[config.mk]
export PLATFORM = sky130hd
export DESIGN_NAME = multicycle_control
export DESIGN_NICKNAME = d
export VERILOG_FILES = /design/src/rtl/ctrl_pkg.sv /design/src/rtl/ctrl_wait_timer.sv /design/src/rtl/multicycle_control.sv
export SDC_FILE = /design/constraint.sdc
export NUM_CORES = 1
export LEC_CHECK = 0
export CAP_MARGIN = 25
export CORE_MARGIN = 2
export CORE_UTILIZATION = 35
export CTS_CLUSTER_SIZE = 8
export DETAILED_ROUTE_END_ITERATION = 16
export PLACE_DENSITY = 0.68
export SETUP_SLACK_MARGIN = 0.02
export SYNTH_ARGS = -nofsm -noshare
export SYNTH_HDL_FRONTEND = slang
export SYNTH_SLANG_ARGS = --single-unit
[constraint.sdc]
create_clock -name clk -period 5.18 [get_ports clk]
set_clock_uncertainty 0.05 [all_clocks]
set_input_delay 0.518 -clock clk [delete_from_list [all_inputs] [get_ports clk]]
set_output_delay 0.518 -clock clk [all_outputs]
set_load 0.05 [all_outputs]
[src/rtl/ctrl_pkg.sv]
// rtl/ctrl_pkg.sv - opcode constants, state encoding and opcode classes for multicycle_control
package ctrl_pkg;

  localparam logic [6:0] OP_R      = 7'b0110011;
  localparam logic [6:0] OP_I_ALU  = 7'b0010011;
  localparam logic [6:0] OP_LOAD   = 7'b0000011;
  localparam logic [6:0] OP_STORE  = 7'b0100011;
  localparam logic [6:0] OP_BRANCH = 7'b1100011;

  typedef enum logic [2:0] {
    S_RST  = 3'd0,
    FETCH  = 3'd1,
    DECODE = 3'd2,
    EXEC   = 3'd3,
    MEM    = 3'd4,
    WB     = 3'd5,
    HALT   = 3'd6
  } state_e;

  typedef enum logic [2:0] {
    OC_R, OC_I, OC_LOAD, OC_STORE, OC_BRANCH, OC_NOP
  } opclass_e;

  function automatic opclass_e classify(input logic [6:0] op);
    case (op)
      OP_R:      classify = OC_R;
      OP_I_ALU:  classify = OC_I;
      OP_LOAD:   classify = OC_LOAD;
      OP_STORE:  classify = OC_STORE;
      OP_BRANCH: classify = OC_BRANCH;
      default:   classify = OC_NOP;
    endcase
  endfunction

endpackage

[src/rtl/ctrl_wait_timer.sv]
// rtl/ctrl_wait_timer.sv - ack wait counter; expired flags the stall cycle that would reach limit
module ctrl_wait_timer #(
  parameter int W = 5
) (
  input  logic         clk,
  input  logic         rst_n,
  input  logic         clear,
  input  logic         enable,
  input  logic [W-1:0] limit,
  output logic         expired
);

  logic [W-1:0] cnt;

  always_ff @(posedge clk) begin
    if (!rst_n || clear) begin
      cnt <= '0;
    end else if (enable) begin
      cnt <= cnt + W'(1);
    end
  end

  // A zero limit disables the timeout; an ack in the limit cycle drops enable, so ack wins.
  assign expired = enable && (limit != '0) && (cnt == limit - W'(1));

endmodule

[src/rtl/multicycle_control.sv]
// rtl/multicycle_control.sv - multicycle fetch/decode/exec/mem/wb control FSM
// Optional macro CTRL_ILLEGAL_TRAP_EN: unlisted opcodes halt and set illegal instead of acting as NOP.
module multicycle_control
  import ctrl_pkg::*;
#(
  parameter int TIMEOUT_CYCLES = 16
) (
  input  logic        clk,
  input  logic        rst_n,
  output logic        imem_req,
  input  logic        imem_ack,
  input  logic [31:0] imem_rdata,
  output logic        dmem_req,
  output logic        dmem_we,
  input  logic        dmem_ack,
  output logic [31:0] ir,
  input  logic        branch_cond,
  output logic        pc_we,
  output logic        pc_src,
  output logic        rf_we,
  output logic        alu_src_imm,
  output logic        mem_to_reg,
  output logic [2:0]  state,
  output logic        bus_err,
  output logic        illegal
);

  localparam int TW = (TIMEOUT_CYCLES > 0) ? $clog2(TIMEOUT_CYCLES + 1) : 1;

  state_e   st, st_nxt;
  opclass_e cls;
  logic     tmr_clear, tmr_en, tmr_exp;
  logic     set_bus_err;

  assign cls   = classify(ir[6:0]);
  assign state = st;

  // Counter restarts on every state change, so it is zero on entry to FETCH and MEM.
  assign tmr_en    = (st == FETCH && !imem_ack) || (st == MEM && !dmem_ack);
  assign tmr_clear = (st_nxt != st);

  ctrl_wait_timer #(.W(TW)) u_timer (
    .clk     (clk),
    .rst_n   (rst_n),
    .clear   (tmr_clear),
    .enable  (tmr_en),
    .limit   (TW'(TIMEOUT_CYCLES)),
    .expired (tmr_exp)
  );

`ifdef CTRL_ILLEGAL_TRAP_EN
  logic set_illegal;

  always_ff @(posedge clk) begin
    if (!rst_n) begin
      illegal <= 1'b0;
    end else if (set_illegal) begin
      illegal <= 1'b1;
    end
  end
`else
  assign illegal = 1'b0;
`endif

  always_ff @(posedge clk) begin
    if (!rst_n) begin
      st      <= S_RST;
      ir      <= '0;
      bus_err <= 1'b0;
    end else begin
      st <= st_nxt;
      if (st == FETCH && imem_ack) ir <= imem_rdata;
      if (set_bus_err) bus_err <= 1'b1;
    end
  end

  always_comb begin
    st_nxt      = st;
    imem_req    = 1'b0;
    dmem_req    = 1'b0;
    dmem_we     = 1'b0;
    pc_we       = 1'b0;
    pc_src      = 1'b0;
    rf_we       = 1'b0;
    alu_src_imm = 1'b0;
    mem_to_reg  = 1'b0;
    set_bus_err = 1'b0;
`ifdef CTRL_ILLEGAL_TRAP_EN
    set_illegal = 1'b0;
`endif
    case (st)
      S_RST: st_nxt = FETCH;
      FETCH: begin
        imem_req = 1'b1;
        if (imem_ack) begin
          st_nxt = DECODE;
        end else if (tmr_exp) begin
          st_nxt      = HALT;
          set_bus_err = 1'b1;
        end
      end
      DECODE: begin
        if (cls == OC_NOP) begin
`ifdef CTRL_ILLEGAL_TRAP_EN
          st_nxt      = HALT;
          set_illegal = 1'b1;
`else
          st_nxt = WB;
`endif
        end else begin
          st_nxt = EXEC;
        end
      end
      EXEC: begin
        alu_src_imm = (cls == OC_I) || (cls == OC_LOAD) || (cls == OC_STORE);
        case (cls)
          OC_LOAD, OC_STORE: st_nxt = MEM;
          OC_BRANCH: begin
            pc_we  = 1'b1;
            pc_src = branch_cond;
            st_nxt = FETCH;
          end
          default: st_nxt = WB;
        endcase
      end
      MEM: begin
        dmem_req = 1'b1;
        dmem_we  = (cls == OC_STORE);
        if (dmem_ack) begin
          if (cls == OC_STORE) begin
            pc_we  = 1'b1;
            st_nxt = FETCH;
          end else begin
            st_nxt = WB;
          end
        end else if (tmr_exp) begin
          st_nxt      = HALT;
          set_bus_err = 1'b1;
        end
      end
      WB: begin
        rf_we      = (cls == OC_R) || (cls == OC_I) || (cls == OC_LOAD);
        mem_to_reg = (cls == OC_LOAD);
        pc_we      = 1'b1;
        st_nxt     = FETCH;
      end
      HALT: st_nxt = HALT;
      default: st_nxt = S_RST;
    endcase
  end

endmodule
==> impl_metrics.yaml <==
floorplan:
  core_region_area_um2: 5170
  io_pins: 82
  die-height_um: 77.7
  floorplan.initialDensity_pct: 36.8
  fp-row-count: 26
  die_area_um2: 6040
  die_w_um: 77.7
power:
  power_density_nw_per_um2: 295
  seq_power_share_pct: 40.8
  intPower_w: 0.000610
  netSwitchingFraction_pct: 28.9
  clkPwrFrac_pct: 35.1
  total_leakage_power_nw: 1.01
  ir_drop_mv: 0.139
  comb_power_share_pct: 24.1
  p_sw_w: 0.000248
  total_power_w: 0.000858
global_routing:
  antenna_found_initial: 0
  grt_start_max_net_pins: 38
  first_global_vias: 1759
  groute.usage.overall_pct: 16.6
  grt_pass1_wl_um: 8210
  grt_overflow: 0
yosys:
  synth_top_family_by_area: "simple AND/OR/NAND/NOR gates"
  synth.area.mux_share_pct: 0.526
  synth_sequential_area_ratio_pct: 43.1
  synth-compound-area-share_pct: 22.9
  synth_simple_gate_area_share_pct: 26.1
  synth.distinct_cells: 47
  ys_dominant_reg_cell: "sky130_fd_sc_hd__dfxtp_1"
  synth_area_per_cell_um2: 8.13
  synth_fp_nets: 273
  async_flop_share_pct: 0
  postSynthRegisterBits: 41
  ys.warnings.count: 0
  synth_adder_area_share_pct: 1.31
  synth_area_um2: 1900
  synth_enable_flop_cells: 0
  synth_xor_area_share_pct: 1.38
  synthCells: 234
drt:
  detail_route.vias_per_cell: 4.77
  drt_iter0_markers: 83
  routedWlPerCell_um: 12.8
  total_vias_in_the_final_route: 1809
  drt_wl_total_um: 4860
  ant_nets: 0
  dr.pass1.iters: 4
  drt_drc: 0
clock_tree:
  path_clk_slew_ns: 0.08
  clkSinkCount: 41
  htreeDepth: 2
  clk_root_buffer_cell: "sky130_fd_sc_hd__clkbuf_8"
  numCtsBuffers: 5
  insertion_delay_ns: 0.29
  ctsLongestPathBuffers: 2
  post_cts.repair.setup_buffers: 0
  cts_repair_resize_count: 0
  cts_tree: "yes"
  cts_hold_repair.buffers: 0
layout:
  nets: 347
  fraction_of_layout_instances_using_a_drive_strength_above_1_pct: 6.15
  areaGrowthSynthToFinish_pct: 52.5
  antenna_cells: 0
  layoutNonFillerInstCount: 379
  n_fill_cell: 491
timing:
  final_hold_viol_count: 0
  headroom_to_the_max_slew_limit_pct: 55.7
  tightest_slew_ns: 0.664
  final_min_period_over_clock_period_pct: 57.9
  setup_tns_final_ns: 0
  fin_crit_ns: 3.00
  max_freq_ghz: 0.333
  setup_repair_after_global_routing_missed_its_margin: "no"
  slew_viol_final: 0
  setup_viol_count_final: 0
setup_path:
  worst-path-max-fanout: 18
  critical_path.endpoint_type: "output pin"
  worst-setup-path-type: "reg -> out"
  arrival_ns: 2.43
  timing.critical_path.required_ns: 4.61
  cp-start-kind: "flop"
run_status:
  outcome: "completed"
place:
  io_buffers: 80
  numPlacedInstances: 371
  gp_congestion: 0.736
  sum_of_net_half_perimeters_after_detailed_placement_um: 3430
flow_run:
  max_cap_violations: 0
min_path:
  hold_class: "reg -> reg"
-- layout make-up --
class                   instances  area, um^2  area share [%]
repair buffers                 83         851            29.3
flip-flops and latches         41         821            28.3
inverters                       3        11.3           0.388
well taps                      70        87.6            3.02
clock buffers                   5        68.8            2.37
multi-input cells             174         998            34.4
clock inverters                 3        65.1            2.24
-- power by group through the flow --
stage               registers, W  logic [W]  clock network (W)
floorplan               0.000406  0.0000781                  0
global placement        0.000357   0.000200                  0
detailed placement      0.000357   0.000208                  0
CTS                     0.000350   0.000208           0.000312
global route            0.000353   0.000221           0.000325
finish                  0.000350   0.000206           0.000301
-- routing by layer --
metal  global-route usage [%]  part of all wire, %  vias up
met3                     4.53                  4.4        4
li1                         -                    -      932
met4                     4.82                  1.2        0
met1                     20.0                   46      825
met5                        0                    0        -
met2                     28.7                   49       48
-- path summary, 6_finish.rpt --
check / end / startpoint / slack (ns) / depth (start not counted)
max reg2reg: u_timer.cnt[4] / u_timer.cnt[0] / 2.94 / 8
min reg2reg: ir[13] / ir[13] / 0.40 / 2
min: ir[13] / ir[13] / 0.40 / 2
max: alu_src_imm / state[0] / 2.18 / 5
-- kinds of logic (layout without fill, tap and decap cells) --
logic type,Yosys count,after routing
flops,41,41
fa+ha+maj,2,2
other cells,1,1
compound gates,57,57
mux,1,1
buf+inv,19,94
simple gates,110,110
xor+xnor,3,3
-- critical path: stages, from the launching register on --
cell	delay (ns)
sky130_fd_sc_hd__dfxtp_1	0.65
sky130_fd_sc_hd__inv_1	0.11
sky130_fd_sc_hd__nor2_1	0.19
sky130_fd_sc_hd__nand2_1	0.13
sky130_fd_sc_hd__a211oi_1	0.22
sky130_fd_sc_hd__clkdlybuf4s50_1	0.84
-- cell usage in the layout, fill, tap and decap left out, types with 3 or more instances in the layout --
| cell type | instances |
|---|---|
| sky130_fd_sc_hd__o21a_1 | 3 |
| sky130_fd_sc_hd__nand2_1 | 69 |
| sky130_fd_sc_hd__nand3_1 | 4 |
| sky130_fd_sc_hd__clkdlybuf4s50_1 | 80 |
| sky130_fd_sc_hd__dfxtp_1 | 41 |
| sky130_fd_sc_hd__clkbuf_8 | 5 |
| sky130_fd_sc_hd__and2_1 | 3 |
| sky130_fd_sc_hd__nand2b_1 | 4 |
| sky130_fd_sc_hd__a21boi_1 | 32 |
| sky130_fd_sc_hd__nor2_1 | 14 |
| sky130_fd_sc_hd__a21oi_1 | 5 |
-- registers in the layout, summed over array words and instances, names as in the netlist --
| name | flops |
|---|---|
| state | 3 |
| u_timer.cnt | 5 |
| ir | 32 |
| bus_err | 1 |
-- per-stage QoR --
stage	setup WS, ns	util, %	cell area (um^2)	hold slack, ns
2_1_floorplan	1.92	-	1900	0.437
3_3_place_gp	2.39	52.7	2730	0.390
3_5_place_dp	2.38	53.5	2770	0.394
4_1_cts	2.17	56.1	2900	0.406
5_1_grt	2.01	56.1	2900	0.424
6_report	2.18	56.1	2900	0.402
-- synthesized netlist by cell type, drive strengths merged, types with 3 or more instances --
cell type	instances	area, um^2
nand3	4	20.0
o21a	3	22.5
nand2b	4	25.0
nand2	69	259
a21oi	6	41.3
and2	3	18.8
clkbuf	8	30.0
inv	3	11.3
nor2	14	52.6
dfxtp	41	821
buf	8	42.5
a21boi	32	240
No activity file was read; power rests on OpenSTA's default activity.
